--- config.mk ---
export PLATFORM = sky130hd
export DESIGN_NAME = pad_window_scanner
export DESIGN_NICKNAME = d
export VERILOG_FILES = /design/src/rtl/pad_window_scanner_pkg.sv /design/src/rtl/pad_mask_calc.sv /design/src/rtl/pad_window_scanner.sv
export SDC_FILE = /design/constraint.sdc
export NUM_CORES = 1
export LEC_CHECK = 0
export BUFFER_PORTS_ARGS = -buffer_cell sky130_fd_sc_hd__buf_2
export CORE_MARGIN = 2
export CORE_UTILIZATION = 51
export CTS_BUF_LIST = sky130_fd_sc_hd__clkbuf_8
export CTS_CLUSTER_DIAMETER = 50
export DETAILED_ROUTE_END_ITERATION = 6
export PLACE_DENSITY = 0.71
export SYNTH_ARGS = -nofsm -noshare
export SYNTH_HDL_FRONTEND = slang
export SYNTH_SLANG_ARGS = --single-unit
--- constraint.sdc ---
create_clock -name i_clk -period 6.8 [get_ports i_clk]
set_input_delay 1.36 -clock i_clk [delete_from_list [all_inputs] [get_ports i_clk]]
set_output_delay 1.36 -clock i_clk [all_outputs]
set_load 0.005 [all_outputs]
--- src/rtl/pad_window_scanner_pkg.sv ---
// ============================================================================
// pad_window_scanner_pkg : shared sizes and FSM state type for the scanner
// Revision: 1.0
// ============================================================================
`default_nettype none

package pad_window_scanner_pkg;
    localparam int DATA_W   = 10;
    localparam int WIN_TAPS = 9;
    localparam int MAX_DIM  = 64;
    localparam int ADDR_W   = 12;
    localparam int DIM_W    = $clog2(MAX_DIM) + 1;
    localparam int COORD_W  = $clog2(MAX_DIM);

    typedef enum logic [1:0] {
        S_IDLE = 2'd0,
        S_RUN  = 2'd1,
        S_DONE = 2'd2
    } state_t;
endpackage

`default_nettype wire

--- src/rtl/pad_mask_calc.sv ---
// ============================================================================
// pad_mask_calc : 3x3 in-bounds mask for a window centred at (r, c)
// Revision: 1.0
// ============================================================================
`default_nettype none

module pad_mask_calc
    import pad_window_scanner_pkg::*;
(
    input  logic [COORD_W-1:0]  r,
    input  logic [COORD_W-1:0]  c,
    input  logic [DIM_W-1:0]    h,
    input  logic [DIM_W-1:0]    w,
    output logic [WIN_TAPS-1:0] sel
);
    logic [2:0] w_row_ok;
    logic [2:0] w_col_ok;

    // The centre is always inside the map, so only the outer taps need tests.
    assign w_row_ok[0] = (r != '0);
    assign w_row_ok[1] = 1'b1;
    assign w_row_ok[2] = (({1'b0, r} + DIM_W'(1)) < h);
    assign w_col_ok[0] = (c != '0);
    assign w_col_ok[1] = 1'b1;
    assign w_col_ok[2] = (({1'b0, c} + DIM_W'(1)) < w);

    for (genvar dr = 0; dr < 3; dr++) begin : g_row
        for (genvar dc = 0; dc < 3; dc++) begin : g_col
            assign sel[3*dr+dc] = w_row_ok[dr] & w_col_ok[dc];
        end
    end
endmodule

`default_nettype wire

--- src/rtl/pad_window_scanner.sv ---
// ============================================================================
// pad_window_scanner : raster scan of 3x3 window centres with padding masks
// Revision: 1.0
// ============================================================================
`default_nettype none

module pad_window_scanner
    import pad_window_scanner_pkg::*;
(
    input  logic                i_clk,
    input  logic                i_rst_n,
    input  logic                i_start,
    input  logic [DIM_W-1:0]    i_height,
    input  logic [DIM_W-1:0]    i_width,
    input  logic                i_stride2,
    input  logic                i_ready,
    output logic                o_busy,
    output logic                o_valid,
    output logic [WIN_TAPS-1:0] o_sel,
    output logic [COORD_W-1:0]  o_row,
    output logic [COORD_W-1:0]  o_col,
    output logic [ADDR_W-1:0]   o_addr,
    output logic                o_last,
    output logic                o_done
);
    state_t              r_state;
    logic [DIM_W-1:0]    r_h;
    logic [DIM_W-1:0]    r_w;
    logic                r_s2;
    logic [COORD_W-1:0]  r_row;
    logic [COORD_W-1:0]  r_col;
    logic [ADDR_W-1:0]   r_addr;
    logic [ADDR_W-1:0]   r_base;

    logic [DIM_W-1:0]    w_h;
    logic [DIM_W-1:0]    w_w;
    logic                w_s2;
    logic [1:0]          w_step;
    logic [DIM_W-1:0]    w_col_adv;
    logic [ADDR_W-1:0]   w_row_inc;
    logic [COORD_W-1:0]  w_nrow;
    logic [COORD_W-1:0]  w_ncol;
    logic [ADDR_W-1:0]   w_naddr;
    logic [ADDR_W-1:0]   w_nbase;
    logic                w_nlast;
    logic [WIN_TAPS-1:0] w_nsel;

    // In IDLE the next position is the frame origin under the incoming config.
    always_comb begin
        w_h       = (r_state == S_IDLE) ? i_height  : r_h;
        w_w       = (r_state == S_IDLE) ? i_width   : r_w;
        w_s2      = (r_state == S_IDLE) ? i_stride2 : r_s2;
        w_step    = w_s2 ? 2'd2 : 2'd1;
        w_col_adv = {1'b0, r_col} + DIM_W'(w_step);
        w_row_inc = w_s2 ? (ADDR_W'(w_w) << 1) : ADDR_W'(w_w);
        w_nrow    = '0;
        w_ncol    = '0;
        w_naddr   = '0;
        w_nbase   = '0;
        if (r_state != S_IDLE) begin
            if (w_col_adv < w_w) begin
                w_nrow  = r_row;
                w_ncol  = w_col_adv[COORD_W-1:0];
                w_naddr = r_addr + ADDR_W'(w_step);
                w_nbase = r_base;
            end else begin
                w_nrow  = r_row + COORD_W'(w_step);
                w_ncol  = '0;
                w_naddr = r_base + w_row_inc;
                w_nbase = r_base + w_row_inc;
            end
        end
        w_nlast = (({1'b0, w_ncol} + DIM_W'(w_step)) >= w_w) &&
                  (({1'b0, w_nrow} + DIM_W'(w_step)) >= w_h);
    end

    pad_mask_calc u_mask (
        .r   (w_nrow),
        .c   (w_ncol),
        .h   (w_h),
        .w   (w_w),
        .sel (w_nsel)
    );

    always_ff @(posedge i_clk) begin
        if (!i_rst_n) begin
            r_state <= S_IDLE;
            r_h     <= '0;
            r_w     <= '0;
            r_s2    <= 1'b0;
            r_row   <= '0;
            r_col   <= '0;
            r_addr  <= '0;
            r_base  <= '0;
            o_busy  <= 1'b0;
            o_valid <= 1'b0;
            o_sel   <= '0;
            o_last  <= 1'b0;
            o_done  <= 1'b0;
        end else begin
            case (r_state)
                S_IDLE: begin
                    o_done <= 1'b0;
                    if (i_start) begin
                        o_busy <= 1'b1;
                        if (i_height != '0 && i_width != '0) begin
                            r_h     <= i_height;
                            r_w     <= i_width;
                            r_s2    <= i_stride2;
                            r_row   <= '0;
                            r_col   <= '0;
                            r_addr  <= '0;
                            r_base  <= '0;
                            o_sel   <= w_nsel;
                            o_last  <= w_nlast;
                            o_valid <= 1'b1;
                            r_state <= S_RUN;
                        end else begin
                            o_done  <= 1'b1;
                            r_state <= S_DONE;
                        end
                    end
                end
                S_RUN: begin
                    if (o_valid && i_ready) begin
                        if (o_last) begin
                            o_valid <= 1'b0;
                            o_done  <= 1'b1;
                            r_state <= S_DONE;
                        end else begin
                            r_row  <= w_nrow;
                            r_col  <= w_ncol;
                            r_addr <= w_naddr;
                            r_base <= w_nbase;
                            o_sel  <= w_nsel;
                            o_last <= w_nlast;
                        end
                    end
                end
                S_DONE: begin
                    o_done  <= 1'b0;
                    o_busy  <= 1'b0;
                    r_state <= S_IDLE;
                end
                default: r_state <= S_IDLE;
            endcase
        end
    end

    assign o_row  = r_row;
    assign o_col  = r_col;
    assign o_addr = r_addr;
endmodule

`default_nettype wire

After elaboration in Yosys (flattened, before gate mapping)
Index checks and enable logic that the tools add are counted.
- bits in registers: 66
- output and inout port bits: 37
- word-level logic and storage cells: 114
- add/subtract/negate cells: 8
- magnitude comparators: 5
- equality and inequality tests: 8
- multiplexer cells: 56
- bitwise gates (word level): 4
- reductions and logical operators: 20
- operators by type and width (kind ; number):
    12-bit two-way mux ; 10
    6-bit two-way mux ; 10
    12-bit one-hot mux with 2 select lines ; 2
    9-bit two-way mux ; 4
    6-bit one-hot mux with 2 select lines ; 2
    6-bit by 2-bit adder with 7-bit output ; 3
    7-bit < comparator ; 3
    9-bit one-hot mux with 2 select lines ; 1
    6-bit by 1-bit adder with 7-bit output, second input constant ; 2
    7-bit >= comparator ; 2
    1-bit two-way mux ; 14
    7-bit two-way mux ; 2
    7-bit nonzero test ; 2
    12-bit by 2-bit adder with 12-bit output ; 1
    12-bit by 8-bit adder with 12-bit output ; 1
    6-bit nonzero test ; 2
    2-bit two-way mux ; 5
    5-bit AND reduction ; 2
    3-bit AND reduction ; 3
    8-bit two-way mux ; 1
    2-bit inequality test, second input constant ; 4
    6-bit by 2-bit adder with 6-bit output ; 1
    1-bit one-hot mux with 2 select lines ; 3
    6-bit AND reduction ; 1
    13 further kinds ; 20

Depth between registers and ports, before layout
- word-level depth: 13
- depth in mapped cells: 27

By module
A second synthesis with hierarchy kept.
- cell total of the unflattened synthesis: 655
- area total of the unflattened synthesis: 5171.2 um^2
- by module, submodules not included (module ; times used ; cells an instance ; area each (um^2) ; seq. area each (um^2)):
    pad_window_scanner ; 1 ; 575 ; 4603.2 ; 1321.3
    pad_mask_calc ; 1 ; 80 ; 568.0 ; 0.0

Worst setup path after synthesis
No wires, ideal clock.
- path kind: input -> register
- start: input i_stride2
- end: register o_sel[6]
- arrival time: 6174 ps
- required time: 6714 ps
- path slack: 540 ps
- cell stages on the path: 24
- cell sequence: mux2_4 buf_6 inv_1 ha_1 ha_1 a21oi_4 nor2_1 xor2_1 ha_1 a211o_1 a21oi_2 a21oi_2 mux2_2 nor2_1 ha_1 nand2_1 xnor2_1 ha_1 a21o_1 a21o_1 a21oi_1 nor4b_1 o21ai_0 a211oi_1
- longest elaborated chain between the ends: 12
- elaborated cells on any way between the ends: 18
- classes of those cells: add/sub (3); order compare (2); mux (11); bitwise (1); reduce/logical (1)
- RTL lines (item ; line ; RTL):
    from (decl) ; pad_window_scanner.sv:15 ; input logic i_stride2,
    1-bit two-way mux (*) ; pad_window_scanner.sv:52 ; w_s2 = (r_state == S_IDLE) ? i_stride2 : r_s2;
    2-bit two-way mux (*) ; pad_window_scanner.sv:53 ; w_step = w_s2 ? 2'd2 : 2'd1;
    6-bit by 2-bit adder with 7-bit output ; pad_window_scanner.sv:54 ; w_col_adv = {1'b0, r_col} + DIM_W'(w_step);
    7-bit < comparator ; pad_window_scanner.sv:61 ; if (w_col_adv < w_w) begin
    6-bit two-way mux ; pad_window_scanner.sv:61 ;
    6-bit two-way mux ; pad_window_scanner.sv:60 ; if (r_state != S_IDLE) begin
    6-bit by 1-bit adder with 7-bit output ; pad_mask_calc.sv:22 ; assign w_row_ok[2] = (({1'b0, r} + DIM_W'(1)) < h);
    7-bit < comparator ; pad_mask_calc.sv:22 ;
    1-bit AND (*) ; pad_mask_calc.sv:29 ; assign sel[3*dr+dc] = w_row_ok[dr] & w_col_ok[dc];
    9-bit two-way mux, on equally long branches ; pad_window_scanner.sv:126, pad_window_scanner.sv:106 ;
    9-bit two-way mux, on equally long branches ; pad_window_scanner.sv:125, pad_window_scanner.sv:104 ;
    9-bit one-hot mux with 2 select lines (*) ; pad_window_scanner.sv:101 ; case (r_state)
    to (signal assigned) ; pad_window_scanner.sv:114 ; o_sel <= w_nsel;
    to (signal assigned) ; pad_window_scanner.sv:135 ; o_sel <= w_nsel;
    to (decl) ; pad_window_scanner.sv:19 ; output logic [WIN_TAPS-1:0] o_sel,
Mark *: on every way between the ends. The rest lies on a longest branch, timed or not. The select of a mux whose other input is x is not followed.
A chain may end at the register's enable or synchronous reset.

Worst setup path after layout
- start: input i_stride2
- end: register o_last
- longest elaborated chain between the ends: 12
- elaborated cells on any way between the ends: 19
- classes of those cells: add/sub (4); order compare (3); mux (11); reduce/logical (1)
- RTL lines (item ; line ; RTL):
    1-bit two-way mux (*) ; pad_window_scanner.sv:52 ;
    2-bit two-way mux (*) ; pad_window_scanner.sv:53 ;
    6-bit by 2-bit adder with 7-bit output ; pad_window_scanner.sv:54 ;
    7-bit < comparator ; pad_window_scanner.sv:61 ;
    6-bit two-way mux ; pad_window_scanner.sv:61 ;
    6-bit two-way mux ; pad_window_scanner.sv:60 ;
    6-bit by 2-bit adder with 7-bit output, on equally long branches ; pad_window_scanner.sv:73, pad_window_scanner.sv:74 ;
    7-bit >= comparator, on equally long branches ; pad_window_scanner.sv:73, pad_window_scanner.sv:74 ;
    1-bit logical AND (*) ; pad_window_scanner.sv:73 ; w_nlast = (({1'b0, w_ncol} + DIM_W'(w_step)) >= w_w) &&
    1-bit two-way mux, on equally long branches ; pad_window_scanner.sv:126, pad_window_scanner.sv:106 ;
    1-bit two-way mux, on equally long branches ; pad_window_scanner.sv:125, pad_window_scanner.sv:104 ;
    1-bit one-hot mux with 2 select lines (*) ; pad_window_scanner.sv:101 ;
    to (signal assigned) ; pad_window_scanner.sv:115 ; o_last <= w_nlast;
    to (signal assigned) ; pad_window_scanner.sv:136 ; o_last <= w_nlast;
    to (decl) ; pad_window_scanner.sv:23 ; output logic o_last,
Marks and branches as above.

==> reports/qor.yml <==
worst-path-stages: 26
drv_cap: 0
synth_top_flop_cell: "dfxtp_1"
cts.sinks: 66
grt_use_total: 0.258
power.density_nw_per_um2: 303
grt_pass1_wl_um: 23600
synth_seq_area_share: 0.244
chipHeight_um: 107
worst_setup_path_start_kind: "input pin"
tns_ns: 0
crit_path_end: "o_last"
cts_buffer_depth: 2
cts_tree: "done"
period_needed_ns: 6.21
hp-class: "flop to flop"
antenna_found_initial: 0
finalHoldViolCount: 0
dpl.hpwl_um: 10500
path_buf_inv: 4
drv_slew: 0
dieArea_sq_um: 11500
worst_pin_slew_ns: 1.08
rsz0062_at_grt: "no"
netlist_area_sq_um: 5420
insertion_delay_ns: 0.35
post_cts_buffers: 0
status: "finished clean"
finalCritPeriodShare: 0.913
wl_per_cell_um: 16.5
grt-ovfl-total: 0
rows: 37
area_growth_syn_to_layout_pct: 11.7
fmax_ghz: 0.161
ys.warnings.count: 0
irDropWorstVdd_v: 0.000232
vias_per_cell: 5.89
crit_path_start: "i_stride2"
routed_wl_um: 14100
cp-end-kind: "flop"
drtPass1Iterations: 4
async_reset_ff_frac: 0
worstSetupPathType: "input pin to flop"
initial_core_util: 0.525
setup_viol: 0
r2r-start: "r_state[1]"
cts.repair.resized: 0
synthCells: 664
p_leak_nw: 2.62
place_congestion: 0.901
cpPeakStageDelay_ns: 0.46
grt_max_degree: 70
synth_edf_count: 0
avgSynthCellArea_sq_um: 8.16
r2r_slack_ns: 0.95
r2r-end: "o_last"
grt_pass1_vias: 4855
synth_nets: 744
drtAntennaViolNets: 0
vias: 5033
die-width_um: 107
drc: 0
timing.slew.headroom: 0.277
finClkSkew_ns: 0.00730
core_sq_um: 10300
hold_buffers: 0
synthDistinctLibCells: 77
ios: 56
clk_pin_slew_ns: 0.08
crit_required_ns: 7.09
numPortBuffers: 55
drive_gt1_frac: 0.157
design_power_total_mw: 1.83
final_nets: 793
drt_iter0_drc: 314
ff2ff_path_depth: 27
cp_top_family: "compound AO/OA/AOI/OAI gates"
cpMaxStageDelayCell: "xnor2_1"
cp_max_fo: 18
cpMostUsedCell: "ha_1"
cts-buffers-inserted: 9
root_buffer: "clkbuf_8"
n_antenna_cell: 0
synth_seq_cells: 66
cts.htree.levels: 3
arrival_ns: 6.50
registers in the layout, summed over array words and instances, names as in the netlist, 2 cells and up:
register / count
r_w: 7
o_sel: 9
r_h: 7
r_state: 2
o_col: 6
o_addr: 12
o_row: 6
r_base: 12
how the worst min path moves through the flow:
stage / slack (ns) / start / endpoint / cells after the start
final: 0.46 / r_base[7] / r_base[7] / 2
after global routing: 0.49 / r_w[5] / r_w[5] / 2
after CTS: 0.47 / r_base[7] / r_base[7] / 2
after detailed placement: 0.45 / o_sel[5] / o_sel[5] / 2
after global placement: 0.45 / o_sel[4] / o_sel[4] / 1
after floorplan: 0.44 / r_base[5] / r_base[5] / 2
per-stage QoR:
stage	cells	util	hold slack (ns)	area [sq um]	setup slack (ns)
finish	854	0.586	0.462	6050	0.590
global route	854	0.586	0.489	6050	0.180
CTS	854	0.586	0.466	6050	0.652
detailed placement	838	0.566	0.450	5840	0.309
global placement	838	0.566	0.447	5840	0.446
floorplan	664	-	0.435	5420	0.540
cell usage after synthesis, types with 6 or more instances:
master,number,area [sq um]
o21a_1,13,97.6
clkbuf_1,17,63.8
nor2b_1,21,131
a22oi_1,11,82.6
a21oi_1,38,190
nand3_1,21,105
inv_1,25,93.8
a21boi_1,6,45.0
nand2_1,80,300
nand2b_1,9,56.3
dfxtp_1,66,1320
xor2_1,13,114
a21o_1,10,75.1
a21boi_0,22,165
xnor2_1,19,166
and3_1,8,50.1
o21ai_0,26,130
nor3_1,18,90.1
mux2i_1,19,190
and2_1,6,37.5
nand4_1,6,37.5
ha_1,57,713
buf_2,8,40.0
nor2_1,47,176
layout by cell type (no fill, tap or decap), types with 3 or more instances in the layout:
master / n
nand4_1: 6
o221ai_1: 4
a21boi_0: 22
xor2_1: 13
and2_1: 6
a21oi_1: 38
buf_4: 14
a21o_1: 10
buf_2: 55
nor2b_1: 21
nand3b_1: 3
nand3_1: 21
a21boi_1: 6
clkbuf_8: 9
dfxtp_1: 66
inv_1: 28
o22ai_1: 5
ha_1: 56
a31oi_1: 5
o21a_1: 13
nor2_1: 47
or3_1: 3
a211oi_1: 5
o21ai_0: 26
fa_1: 4
a22oi_1: 11
nor3_1: 17
mux2i_1: 19
xnor2_1: 19
and3_1: 8
nand2b_1: 9
a21oi_2: 4
a211o_1: 3
nand2_1: 80
area by class of cell:
type	instances	area [sq um]
multi-input cells	542	3870
clock buffers	9	124
fillers	948	4270
well taps	136	170
inverters	25	93.8
repair buffers	69	380
flip-flops and latches	66	1320
clock inverters	7	87.6
worst register-to-register path, stage by stage, from the launching register on:
cell	delay (ns)
dfxtp_1	0.39
inv_1	0.09
ha_2	0.21
mux2_4	0.27
inv_1	0.08
ha_1	0.23
o2111ai_1	0.19
a21oi_1	0.07
xnor2_1	0.46
inv_1	0.11
ha_1	0.35
a211o_1	0.33
a21oi_2	0.33
a21oi_2	0.12
buf_4	0.22
nor2_1	0.10
and2_1	0.26
ha_1	0.27
a21oi_1	0.15
nor2_1	0.10
xnor2_1	0.16
nor2_1	0.07
ha_1	0.28
nand2_1	0.05
o21ai_0	0.25
nand3_1	0.15
a22oi_1	0.29
a32o_1	0.21
power breakdown:
| part | switching [mW] | internal (mW) |
|---|---|---|
| registers | 0.0313 | 0.437 |
| logic | 0.610 | 0.384 |
| clock network | 0.165 | 0.203 |
cells by family (layout without fill, tap and decap cells):
group	Yosys count	after routing	synth area share
flip-flops	66	66	0.244
AO/OA/AOI/OAI	182	182	0.241
buffers and inverters	56	110	0.0427
multiplexers	22	22	0.0427
XOR/XNOR	33	33	0.0568
AND/OR/NAND/NOR	242	242	0.222
adder cells (fa/ha/maj)	63	63	0.150
metal layers:
metal	GRT usage	vias up	wire length, um	share of wire
li1	-	2497	-	-
met1	0.340	2353	6570	0.47
met2	0.406	146	6400	0.45
met3	0.0498	37	704	0.050
met4	0.122	0	408	0.029
met5	0	-	0	0
Note: power is estimated with default switching activity, not from simulation.
